$ cat config.mk
export PLATFORM = sky130hd
export DESIGN_NAME = grid_writer
export DESIGN_NICKNAME = d
export VERILOG_FILES = /design/src/rtl/grid_writer.sv
export SDC_FILE = /design/constraint.sdc
export NUM_CORES = 1
export LEC_CHECK = 0
export ABC_AREA = 1
export BUFFER_PORTS_ARGS = -buffer_cell sky130_fd_sc_hd__buf_2
export CORE_ASPECT_RATIO = 1.25
export CORE_MARGIN = 1
export CORE_UTILIZATION = 55
export DETAILED_ROUTE_END_ITERATION = 8
export GPL_ROUTABILITY_DRIVEN = 0
export PLACE_DENSITY_LB_ADDON = 0.2
export SYNTH_ARGS = -nofsm -noshare
export SYNTH_HDL_FRONTEND = slang
export SYNTH_SLANG_ARGS = --single-unit
$ cat constraint.sdc
create_clock -name Clk -period 1.85 [get_ports Clk]
set_input_delay 0.2775 -clock Clk [delete_from_list [all_inputs] [get_ports Clk]]
set_output_delay 0.2775 -clock Clk [all_outputs]
set_load 0.01 [all_outputs]
$ cat src/rtl/grid_writer.sv
// grid_writer: serialises a bit-per-cell grid into the solver's ASCII image
// ('@' roll, '.' empty, 0x0A per row, 0x04 after the last row) and streams it
// as byte writes into a RAM at contiguous addresses starting from 0.
//
// state     | meaning
// ----------+--------------------------------------------------------------
// S_IDLE    | waiting for a row from the producer (RowReady high)
// S_CELLS   | writing one cell character per cycle for the captured row
// S_NEWLINE | writing the row terminator 0x0A
// S_EOT     | writing the end-of-text byte 0x04 after the last row
// S_DONE    | stream complete; outputs quiet until reset
// S_ERROR   | a write would have gone past the RAM; outputs quiet until reset
module grid_writer #(
    parameter int GRID_COLUMNS = 138,
    parameter int ADDR_W       = 15
) (
    input  logic                    Clk,
    input  logic                    Rst,
    input  logic                    RowValid,
    output logic                    RowReady,
    input  logic [0:GRID_COLUMNS-1] RowData,
    input  logic                    RowLast,
    output logic                    WrEn,
    output logic [ADDR_W-1:0]       WrAddr,
    output logic [7:0]              WrData,
    output logic                    Done,
    output logic                    Error,
    output logic [15:0]             Answer
);

    localparam int COL_W = $clog2(GRID_COLUMNS + 1);
    localparam logic [COL_W-1:0] LAST_COL = COL_W'(GRID_COLUMNS - 1);

    localparam logic [7:0] CH_ROLL  = 8'h40;
    localparam logic [7:0] CH_EMPTY = 8'h2E;
    localparam logic [7:0] CH_NL    = 8'h0A;
    localparam logic [7:0] CH_EOT   = 8'h04;

    typedef enum logic [2:0] {
        S_IDLE,
        S_CELLS,
        S_NEWLINE,
        S_EOT,
        S_DONE,
        S_ERROR
    } state_t;

    state_t                  state_q, state_d;
    logic [0:GRID_COLUMNS-1] row_q, row_d;
    logic                    last_q, last_d;
    logic [COL_W-1:0]        column_q, column_d;
    logic [ADDR_W:0]         addr_q, addr_d;
    logic [15:0]             answer_q, answer_d;
    logic                    ovf;

    // The address counter carries one extra bit so it can hold MEM_DEPTH
    // (2**ADDR_W); once that bit is set the pending write is out of range.
    assign ovf = addr_q[ADDR_W];

    // State and datapath registers with synchronous reset.
    always_ff @(posedge Clk) begin
        if (Rst) begin
            state_q  <= S_IDLE;
            row_q    <= '0;
            last_q   <= 1'b0;
            column_q <= '0;
            addr_q   <= '0;
            answer_q <= '0;
        end else begin
            state_q  <= state_d;
            row_q    <= row_d;
            last_q   <= last_d;
            column_q <= column_d;
            addr_q   <= addr_d;
            answer_q <= answer_d;
        end
    end

    // Next-state and datapath update: the captured row is shifted so the
    // current cell is always at index 0, avoiding a wide variable mux.
    always_comb begin
        state_d  = state_q;
        row_d    = row_q;
        last_d   = last_q;
        column_d = column_q;
        addr_d   = addr_q;
        answer_d = answer_q;
        case (state_q)
            S_IDLE: begin
                if (RowValid) begin
                    row_d    = RowData;
                    last_d   = RowLast;
                    column_d = '0;
                    state_d  = S_CELLS;
                end
            end
            S_CELLS: begin
                if (ovf) begin
                    state_d = S_ERROR;
                end else begin
                    addr_d   = addr_q + (ADDR_W+1)'(1);
                    row_d    = row_q << 1;
                    column_d = column_q + COL_W'(1);
                    if (row_q[0]) begin
                        answer_d = answer_q + 16'd1;
                    end
                    if (column_q == LAST_COL) begin
                        state_d = S_NEWLINE;
                    end
                end
            end
            S_NEWLINE: begin
                if (ovf) begin
                    state_d = S_ERROR;
                end else begin
                    addr_d  = addr_q + (ADDR_W+1)'(1);
                    state_d = last_q ? S_EOT : S_IDLE;
                end
            end
            S_EOT: begin
                if (ovf) begin
                    state_d = S_ERROR;
                end else begin
                    addr_d  = addr_q + (ADDR_W+1)'(1);
                    state_d = S_DONE;
                end
            end
            default: begin
                state_d = state_q;
            end
        endcase
    end

    // Output decode from registered state only; out-of-range writes are dropped.
    always_comb begin
        RowReady = (state_q == S_IDLE);
        Done     = (state_q == S_DONE);
        Error    = (state_q == S_ERROR);
        WrEn     = 1'b0;
        WrData   = 8'h00;
        case (state_q)
            S_CELLS: begin
                if (!ovf) begin
                    WrEn   = 1'b1;
                    WrData = row_q[0] ? CH_ROLL : CH_EMPTY;
                end
            end
            S_NEWLINE: begin
                if (!ovf) begin
                    WrEn   = 1'b1;
                    WrData = CH_NL;
                end
            end
            S_EOT: begin
                if (!ovf) begin
                    WrEn   = 1'b1;
                    WrData = CH_EOT;
                end
            end
            default: begin
                WrEn   = 1'b0;
                WrData = 8'h00;
            end
        endcase
    end

    assign WrAddr = addr_q[ADDR_W-1:0];
    assign Answer = answer_q;

endmodule

# [Word-level counts from Yosys, hierarchy flattened]
# Cells that the tools add are included.
[totals] elab_cells=50 ff_bits=182 in_bits=142 out_inout_bits=43
[op_classes] bitwise=1 eq_ne=9 add_sub_neg=3 reduce_logical=9 muxes=21
[ops] op="$mux 138" count=2
[ops] op="$pmux 138 s2" count=1
[ops] op="$add 16x1->16 const B" count=2
[ops] op="$pmux 8 s3" count=1
[ops] op="$mux 16" count=1
[ops] op="$mux 8" count=2
[ops] op="$pmux 8 s2" count=1
[ops] op="$mux 3" count=5
[ops] op="$mux 7" count=2
[ops] op="$pmux 3 s4" count=1
[ops] op="$reduce_and 3->1" count=3
[ops] op="$add 8x1->8 const B" count=1
[ops] op="$eq 8x8->1 const B" count=1
[ops] op="$eq 3x2->1 const B" count=2
[ops] op="$eq 3x3->1 const B" count=2
[ops] op="$mux 4" count=1
[ops] op="$ne 2x2->1 const B" count=2
[ops] op="$reduce_and 2->1" count=2
[ops] op="$reduce_bool 4->1" count=1
[ops] op="$eq 3x1->1 const B" count=1
[ops] op="$logic_not 3->1" count=1
[ops] op="$mux 1" count=3
[ops] op="$ne 3x3->1 const B" count=1
[ops] op="$reduce_or 3->1" count=1
[ops] op="3 further kinds" count=3

# [Longest topological paths before layout]
# Gate-level depths: netlist of the first run.
[logic_depth] word_depth=4 ltp_mapped=11 ltp_nobuf=10

# [Worst setup path before layout of the first run]
# No wires, ideal clock.
[synth_path] path_kind="register to output" start="register state_q[1]" end="output WrData[3]" t_arrival_ns=1.217 path_buffers=1 path_stages_with_launch=7 slack_ns=0.355 required_ns=1.572 path_cell_list="dfxtp_1 > inv_2 > nand2_1 > nor2_2 > nand2_1 > o22ai_1 > buf_4"
[synth_between] elab_chain_cells=2 elab_cells_between_ends=4 classes_between="eq/ne: 3; mux: 1"
[synth_lines] element="start: declaration" line_no="48" text="state_t state_q, state_d;"
[synth_lines] element="start signal: assignment" line_no="70" text="state_q <= state_d;"
[synth_lines] element="$eq 3x2->1 / $eq 3x1->1 (equally long branches)" line_no="141" text="case (state_q)"
[synth_lines] element="$pmux 8 s3 *" line_no="141"
[synth_lines] element="end: declaration" line_no="25" text="output logic [7:0] WrData,"
# Mark *: on every way between the ends. The rest lies on a longest branch, timed or not.

# [Worst setup path in the final report of the first run]
[layout_path] start="register state_q[0]" end="output WrData[1]"
# The elaborated chain is that of the path after synthesis.

==> results summary, run 1 <==
The number of clock sinks came out at 182. STA classifies the critical path startpoint as a register. The maximum fanout encountered on the critical timing path came out at 5. For this design the ratio of total power to cell area is 1030 nW/µm². The count of nets left with antenna violations once routing finished came out at 0. The post-detailed-route via-to-cell ratio came out at 4.98. The sequential-to-total area share from yosys stat came out at 40.8%. The number of warnings reported in the yosys synthesis log is 0. The count of cells along the worst hold path is 3. Relative to the synthesized area, the layout overhead comes to 18.7%.

In the layout the commonest cells are 493 x nand2_1, 344 x nor2_1, 181 x buf_2. The number of buffers added on ports came out at 181. The total of endpoints with negative setup slack in the final report is 0.

In this run the critical register-to-register path is launched from state_q[1]$_SDFFE_PP0P_. The final setup slack of the worst path is 0.0774 ns. The DRC violation total after the first TritonRoute iteration came out at 585. The signal arrival time at the worst endpoint came out at 1.50 ns. The number of nets in the layout is 1697.

The combined global-route utilization of all metal layers came out at 25.6%. The clock latency of the later-clocked register in the worst-skew pair came out at 0.43 ns. The run finished with clean final reports. The count of maximum capacitance violations came out at 0. The worst path uses 95.8% of the clock period.

The count of unique library cells instantiated by Yosys came out at 31. The clock transition at the registers of the reported paths is 0.06 ns. The end of the worst register-to-register path is row_q[119]$_SDFFE_PP0P_.

The pre-CTS worst setup slack is 0.0932 ns. The post-detailed-placement cell area came out at 9900 µm². The worst reg-to-reg path cell count is 10. The H-tree was split into 4 levels. The startpoint identified for the worst hold timing path is RowLast. After synthesis, the largest family of logic cells by area is simple AND/OR/NAND/NOR gates. The final period demand of the worst path is 1.77 ns. The DRC violation count after routing is 0. The core region is 15700 µm².

The largest net degree at the start of global routing is 110. The maximum count of clock buffers along a single path is 2. The initial antenna violation count is 1. The cell count after synthesis came out at 1419. Of the total synthesized cell area, the portion taken by AND, OR, NAND and NOR gates is 38.8%. In this run the static leakage power is 0.00532 µW. The initial standard-cell utilization of the core is 56.9%. The row count is 51. The global-route congestion overflow total came out at 0. After detailed routing, the average wire length per cell comes to 11.7 µm. The required time at the endpoint of the critical path came out at 1.57 ns. After Yosys synthesis, XOR and XNOR cells account for 0.490% of the synthesized area. The total of hold buffers inserted after clock tree synthesis is 0. The smallest hold slack came out at 0.150 ns. The via count came out at 8838.

The multiplexer share of the synthesized area is 0%. The type of element capturing the critical path is a primary output. The CTS root buffer is clkbuf_16.

The number of pins with negative max-slew slack in the final report was 0. The post-synth design cell area came out at 8930 µm². The total die area came out at 16800 µm². Adding up every negative setup slack in the final design gives 0 ns.

The synthesized design contains 182 register bits. The internal reg-to-reg setup slack is 0.15 ns. Derived from the worst setup path, the maximum achievable clock frequency is 564 MHz.

The global-route wire length before repair came out at 34800 µm. The overall die height is 144 µm. The half-perimeter wire length of the detailed placement result is 13400 µm. The classification of the worst-slack hold path is in -> reg. For hold timing, the worst endpoint is last_q$_SDFFE_PP0P_. TritonCTS built the clock tree. Summing all non-filler instances in the final layout gives an area of 10600 µm².

The post-synthesis adder-cell area fraction is 0.560%. Summing the areas of all compound-gate instances in the mapped netlist gives 10.5% of the synthesized area. Setup repair after global routing could not meet its margin everywhere. The library cell used most frequently in the layout, excluding fill and tap cells, is nand2_1. The worst-case vdd ir drop came out at 0.563 mV.

The die width came out at 116 µm. The total count of hold-check failures in the final report came to 0. The worst-case clock skew is 0.00925 ns. The total I/O pin count came out at 185. The number of global-route vias before repair came out at 7861. In this run, CTS created clock tree buffers numbering 17.

The number of iterations in the first detailed-routing pass is 5. The worst setup path is of the reg -> out kind. The aggregate routed wire length came out at 20700 µm. The fraction of final layout cells with drive strength greater than 1 came out at 16.8%. The mean instance size in the synthesized netlist is 6.29 µm².
registers in the layout (all words and copies together), names as in the netlist:
signal and count:
addr_q 16, row_q 138, last_q 1, Answer 16, column_q 8, state_q 3
cells in the mapped netlist (all sizes together):
cell type	instances	area [µm²]
a21o	1	7.51
a21oi	24	120
buf	72	494
clkbuf	27	101
clkinv	2	7.51
conb	1	3.75
dfxtp	182	3640
ha	4	50.1
inv	49	184
nand2	501	1890
nand3	25	138
nand4	12	75.1
nor2	348	1330
nor3	5	25.0
nor3b	1	7.51
o211ai	1	7.51
o21a	1	7.51
o21ai	156	781
o21bai	1	7.51
o22ai	1	6.26
xnor2	1	8.76
xor2	4	35.0
cell families after synthesis:
family / count (synthesis)
and+or+nand+nor: 892
AOI/OAI and AO/OA: 185
DFF: 182
buffers and inverters: 150
xor gates and xnor gates: 5
adders and majority gates: 4
other: 1
timing repair:
action,4_1_cts,5_1_grt
resized for setup,6,7
buffers inserted,2,1
pin swaps,1,3
setup endpoints to repair,6,120
worst max-delay path by stage:
stage                                 start                       to  slack [ns]
global placement    state_q[1]$_SDFFE_PP0P_    row_q[1]$_SDFFE_PP0P_        0.15
CTS                 state_q[0]$_SDFFE_PP0P_                WrData[2]       0.004
global route        state_q[0]$_SDFFE_PP0P_                WrData[1]      -0.005
detailed placement  state_q[1]$_SDFFE_PP0P_  row_q[119]$_SDFFE_PP0P_        0.09
floorplan           state_q[1]$_SDFFE_PP0P_                WrData[3]        0.36
finish              state_q[0]$_SDFFE_PP0P_                WrData[1]        0.08
where the power goes:
| part | leakage, µW | internal [µW] | switching [µW] |
|---|---|---|---|
| Combinational | 0.00350 | 909 | 1450 |
| Clock | 0.000313 | 2440 | 1480 |
| Sequential | 0.00150 | 4410 | 260 |
| Total | 0.00532 | 7760 | 3190 |
layer usage:
layer	vias to the layer above	wire [µm]	global-route usage (%)
met4	0	309	8.30
li1	4656	-	-
met5	-	0	0
met3	26	1040	5.36
met2	247	9660	42.4
met1	3909	9720	33.2
stage by stage:
step / utilization (%) / total power (µW) / instances
4_1_cts: 67.4 / 11000 / 1774
2_1_floorplan: - / 6450 / 1421
5_1_grt: 67.5 / 11600 / 1775
3_3_place_gp: 63.0 / 7020 / 1741
3_5_place_dp: 63.0 / 7070 / 1741
6_report: 67.5 / 10900 / 1776
critical path: stages, from the launching register on:
cell,delay [ns]
dfxtp_1,0.34
buf_4,0.15
nand2_2,0.08
nor2_4,0.12
nand2_4,0.08
o22ai_2,0.14
buf_2,0.16
layout make-up:
type	count	area (µm²)
fillers	1485	5100
clock inverters	7	141
multi-input cells	1089	4540
inverters	51	196
well taps	212	265
flip-flops and latches	182	3650
repair buffers	210	1300
clock buffers	24	502
diodes	1	2.50
Note: power is estimated with default switching activity, not from simulation.
==> run 2, diff against run 1 <==
--- a/config.mk
+++ b/config.mk
@@ -9,7 +9,7 @@
 export BUFFER_PORTS_ARGS = -buffer_cell sky130_fd_sc_hd__buf_2
 export CORE_ASPECT_RATIO = 1.25
 export CORE_MARGIN = 1
-export CORE_UTILIZATION = 55
+export CORE_UTILIZATION = 25
 export DETAILED_ROUTE_END_ITERATION = 8
 export GPL_ROUTABILITY_DRIVEN = 0
 export PLACE_DENSITY_LB_ADDON = 0.2
==> results summary, run 2 (synthesis results as in run 1) <==
The combined global-route utilization of all metal layers is 14.0% (was 25.6%). The count of placed standard cells in the final layout, fillers left out is 2049 (was 1776). The overall die height came to 213 µm (was 144 µm). The clock tree from TritonCTS was built (unchanged). The post-detailed-route via-to-cell ratio came out at 4.31 (was 4.98). The CTS root buffer is clkbuf_16 (unchanged). The global-route wire length before repair is 40800 µm (was 34800 µm). The clock latency of the later-clocked register in the worst-skew pair was 0.44 ns (was 0.43 ns). The fraction of final layout cells with drive strength greater than 1 came out at 17.2% (was 16.8%). The H-tree depth reported by CTS is 4 (unchanged). The total count of hold-check failures in the final report is 0 (unchanged). The clock transition at the registers of the reported paths is 0.07 ns (was 0.06 ns). The largest net degree at the start of global routing came to 85 (was 110). The number of buffers created by CTS is 17 (unchanged). The number of pins with negative max-slew slack in the final report came out at 0 (unchanged).

The worst-case vdd ir drop is 0.513 mV (was 0.563 mV). Status: finished, final reports clean (unchanged). The classification of the worst-slack hold path is in -> reg (unchanged). The total die area is 36500 µm² (was 16800 µm²). The number of buffers added on ports came out at 181 (unchanged). The post-detailed-placement cell area came out at 10200 µm² (was 9900 µm²).

The initial standard-cell utilization of the core is 25.3% (was 56.9%). The final period demand of the worst path is 1.75 ns (was 1.77 ns). The DRC violation count after routing came to 0 (unchanged). The post-detailed-route wirelength per cell is 12.3 µm (was 11.7 µm).

The layout overhead on the synthesized area is 22.4% (was 18.7%). The required time at the endpoint of the critical path is 1.57 ns (about the same). The number of flip-flops under the largest register name came out at 138 (unchanged). The number of iterations in the first detailed-routing pass came out at 5 (unchanged). The number of global-route vias before repair came out at 8236 (was 7861). The maximum fanout encountered on the critical timing path is 5 (unchanged).

The number of nets still failing antenna checks after routing came out at 0 (unchanged). The core area is 35300 µm² (was 15700 µm²). The period utilization came out at 94.7% (was 95.8%). The DRC violation total after the first TritonRoute iteration is 499 (was 585). The number of clock sinks is 182 (unchanged). The leakage power summed over all cells came out at 0.00532 µW (about the same).

The register with the most flip-flops is row_q (unchanged). The worst-case clock skew came out at 0.0102 ns (was 0.00925 ns). The maximum count of clock buffers along a single path came to 2 (unchanged).

The type of the worst setup path is reg -> out (unchanged). The total power density per cell area came out at 982 nW/µm² (was 1030 nW/µm²). The number of nets in the layout is 1705 (was 1697). The half-perimeter wire length of the detailed placement result is 16500 µm (was 13400 µm).

The number of cells in the design after placement came out at 2003 (was 1741). The signal arrival time at the worst endpoint came to 1.47 ns (was 1.50 ns). The setup total negative slack is 0 ns (unchanged). The element type at the critical path start is a register (unchanged). The timing-limited maximum frequency is 571 MHz (was 564 MHz).

The total of endpoints with negative setup slack in the final report is 0 (unchanged). The via count was 8827 (was 8838). The global-route congestion overflow total came out at 0 (unchanged). The leading cell type in the layout, fill and taps excluded was nand2_1 (unchanged). Most used cells in the layout excluding fill and tap cells: 494 x nand2_1, 343 x nor2_1, 181 x buf_2 (was 493 x nand2_1, 344 x nor2_1, 181 x buf_2). The total I/O pin count is 185 (unchanged). The count of maximum capacitance violations came out at 0 (unchanged). The row count is 77 (was 51). The aggregate routed wire length came out at 25200 µm (was 20700 µm). The post-layout instance area is 10900 µm² (was 10600 µm²). The die width is 171 µm (was 116 µm). The type of element capturing the critical path is a primary output (unchanged). The post-layout total power came out at 10700 µW (was 10900 µW). The initial antenna violation count came out at 3 (was 1).
## run 2: cell count changes in the layout (fill, tap and decap cells not counted), sizes merged
cell / delta
buf: +8
bufinv: -3
clkbuf: -5
clkinv: +5
diode: +2
inv: +4
## run 2: worst paths after layout
kind / slack (ns) / endpoint / depth (start not counted) / from
setup / recovery: 0.1 / WrData[6] / 5 / state_q[1]$_SDFFE_PP0P_
hold / removal: 0.15 / last_q$_SDFFE_PP0P_ / 3 / RowLast
setup reg to reg: 0.13 / row_q[115]$_SDFFE_PP0P_ / 11 / state_q[1]$_SDFFE_PP0P_
hold reg to reg: 0.47 / row_q[137]$_SDFFE_PP0P_ / 2 / row_q[137]$_SDFFE_PP0P_
## run 2: what timing repair did
item | 4_1_cts | 5_1_grt
hold buffers | 0 | 0
setup buffers | 4 | 7
pin swaps | 0 | 2
hold endpoints to repair | 0 | 0
resized for setup | 8 | 9
endpoints found under the setup margin | 6 | 10
## run 2: report_power, final
group | internal, µW | switching (µW)
registers | 4410 | 260
logic | 946 | 1510
clock network | 1910 | 1700
total | 7270 | 3470
## run 2: cell type report
cell class                 count  area [µm²]
sequential                   182        3650
fill                        4011       24300
antenna                        3        7.51
multi-input combinational   1089        4550
clock inverter                13         123
tap                          474         593
timing repair buffer         218        1370
inverter                      51         196
clock buffer                  19         443
## run 2: through the flow
| step | setup slack, ns | util (%) | hold WS [ns] |
|---|---|---|---|
| after floorplan | 0.355 | - | 0.439 |
| final | 0.0987 | 31.0 | 0.150 |
| after global routing | -0.000315 | 31.0 | 0.159 |
| after detailed placement | 0.141 | 29.0 | 0.458 |
| after global placement | 0.179 | 29.0 | 0.455 |
| after CTS | 0.00561 | 30.7 | 0.132 |
## run 2: routing by layer
layer / up-vias / global-route usage, % / routed length (µm)
li1: 4678 / - / -
met1: 3975 / 17.7 / 12000
met2: 157 / 24.0 / 12000
met3: 17 / 2.78 / 969
met4: 0 / 3.94 / 256
met5: - / 0 / 0
## run 2: critical path, cell delays in order, from the launching register on
cell	delay (ns)
dfxtp_2	0.35
inv_2	0.07
buf_4	0.12
nand3_4	0.15
nor2_4	0.20
buf_2	0.15
==> run 3, diff against run 2 <==
==> constraint.sdc (replaced) <==
create_clock -name Clk -period 2 [get_ports Clk]
set_input_delay 0.3 -clock Clk [delete_from_list [all_inputs] [get_ports Clk]]
set_output_delay 0.3 -clock Clk [all_outputs]
set_load 0.01 [all_outputs]
==> results summary, run 3 (synthesis results as in run 1) <==
The number of global-route vias before repair came to 8311 (was 8236). The number of nets still failing antenna checks after routing came out at 0 (unchanged). The aggregate routed wire length is 26000 µm (was 25200 µm).

The number of clock sinks came to 182 (unchanged). The leakage power summed over all cells came out at 0.00526 µW (was 0.00532 µW). The number of flip-flops under the largest register name is 138 (unchanged).

The core area is 35300 µm² (unchanged). The period utilization came out at 96.2%. The layout overhead on the synthesized area came to 21.0% (was 22.4%).

The half-perimeter wire length of the detailed placement result is 16200 µm (was 16500 µm). The total I/O pin count came out at 185 (unchanged). The timing-limited maximum frequency is 520 MHz. The global-route wire length before repair came out at 41500 µm (was 40800 µm).

The required time at the endpoint of the critical path is 1.70 ns (was 1.57 ns). The via count is 8778 (was 8827). The fraction of final layout cells with drive strength greater than 1 came out at 16.4% (was 17.2%). The total power density per cell area is 944 nW/µm² (was 982 nW/µm²). The signal arrival time at the worst endpoint came out at 1.62 ns (was 1.47 ns). The die width was 171 µm (unchanged). The internal reg-to-reg setup slack is 0.26 ns (was 0.13 ns).

The pre-CTS worst setup slack is 0.180 ns (was 0.141 ns). The H-tree depth reported by CTS came to 4 (unchanged). Setup repair after global routing could not meet its margin everywhere. The row count came out at 77 (unchanged). The final period demand of the worst path is 1.92 ns. The maximum count of clock buffers along a single path came to 2 (unchanged). The number of buffers added on ports came out at 181 (unchanged). The type of element capturing the critical path was a primary output (unchanged). The number of buffers created by CTS is 17 (unchanged). The type of the worst setup path is reg -> out (unchanged). The global-route congestion overflow total is 0 (unchanged). The leading cell type in the layout, fill and taps excluded is nand2_1 (unchanged). The fill cell total of the finished layout came out at 4049 (was 4011). The CTS root buffer is clkbuf_16 (unchanged). The worst-case clock skew came out at 0.0108 ns (was 0.0102 ns). The number of iterations in the first detailed-routing pass came out at 4 (was 5). The clock tree from TritonCTS is built (unchanged). The element type at the critical path start was a register (unchanged). The largest net degree at the start of global routing is 108 (was 85). The tightest slew margin relative to the limit is 63.7%. For the pin with the worst max-slew slack, the measured transition is 0.545 ns. The initial antenna violation count is 1 (was 3).

The overall die height was 213 µm (unchanged). The worst-case vdd ir drop came to 0.479 mV (was 0.513 mV). The initial standard-cell utilization of the core came out at 25.3% (unchanged). The total of endpoints with negative setup slack in the final report is 0 (unchanged). The clock latency of the later-clocked register in the worst-skew pair is 0.45 ns (was 0.44 ns). The total count of hold-check failures in the final report is 0 (unchanged). The post-detailed-route wirelength per cell came out at 12.8 µm (was 12.3 µm).

The register with the most flip-flops is row_q (unchanged). The DRC violation count after routing came out at 0 (unchanged). The maximum fanout encountered on the critical timing path was 44 (was 5). The number of nets in the layout came out at 1691 (was 1705).

The number of cells in the design after placement was 1995 (was 2003). The classification of the worst-slack hold path is in -> reg (unchanged). The total of hold buffers inserted after clock tree synthesis is 0 (unchanged). The clock transition at the registers of the reported paths is 0.07 ns (about the same). The smallest hold slack was 0.152 ns (was 0.150 ns). The final setup slack of the worst path was 0.0764 ns (was 0.0987 ns). The DRC violation total after the first TritonRoute iteration came out at 483 (was 499). The count of maximum capacitance violations came out at 0 (unchanged). Status: finished, final reports clean (unchanged). The post-detailed-route via-to-cell ratio is 4.32 (was 4.31). The count of placed standard cells in the final layout, fillers left out is 2034 (was 2049). The combined global-route utilization of all metal layers is 14.3% (was 14.0%). Most used cells in the layout excluding fill and tap cells: 494 x nand2_1, 343 x nor2_1, 181 x buf_2 (unchanged). The number of pins with negative max-slew slack in the final report is 0 (unchanged).

The total die area is 36500 µm² (unchanged).
## run 3: repair_timing
action                     in CTS  in global routing
pin swaps                       1                  1
resized for setup               6                  6
gates cloned                    0                  1
buffers inserted                3                  1
setup endpoints to repair       6                  7
## run 3: through the flow
step | power [µW] | instance area (µm²) | utilization [%] | TNS [ns]
finish | 10200 | 10800 | 30.6 | 0
global route | 10900 | 10800 | 30.6 | -0.0539
CTS | 10400 | 10700 | 30.5 | -0.0669
detailed placement | 6550 | 10100 | 28.6 | 0
global placement | 6540 | 10100 | 28.6 | 0
floorplan | 5970 | 8940 | - | 0
## run 3: layout make-up
type	count	area, µm²	share of cell area (%)
diodes	2	5.00	0.0463
clock buffers	20	457	4.23
clock inverters	12	175	1.62
inverters	51	196	1.82
multi-input cells	1089	4540	42.0
flip-flops and latches	182	3650	33.8
well taps	474	593	5.49
repair buffers	204	1190	11.1
## run 3: report_power, final
group          internal, µW  total [µW]  switching (µW)
clock                  2160        3700            1540
sequential             4080        4310             236
combinational           782        2180            1400
## run 3: path summary, 6_finish.rpt
path / from / endpoint / depth (start not counted)
max: state_q[2]$_SDFFE_PP0P_ / WrData[6] / 5
min: RowLast / last_q$_SDFFE_PP0P_ / 3
min reg2reg: last_q$_SDFFE_PP0P_ / last_q$_SDFFE_PP0P_ / 2
max reg2reg: state_q[1]$_SDFFE_PP0P_ / column_q[7]$_SDFFE_PP0P_ / 9
## run 3: per-layer routing
layer / track usage [%] / part of all wire [%]
met1: 18.1 / 47
met5: 0 / 0
met3: 3.28 / 4.2
met2: 24.3 / 47
met4: 3.88 / 1.1
## run 3: critical path, stage by stage (launching register included)
cell     delay (ns)
dfxtp_1        0.32
inv_2          0.14
nand3_4        0.17
buf_16         0.25
nor2_4         0.15
buf_2          0.14
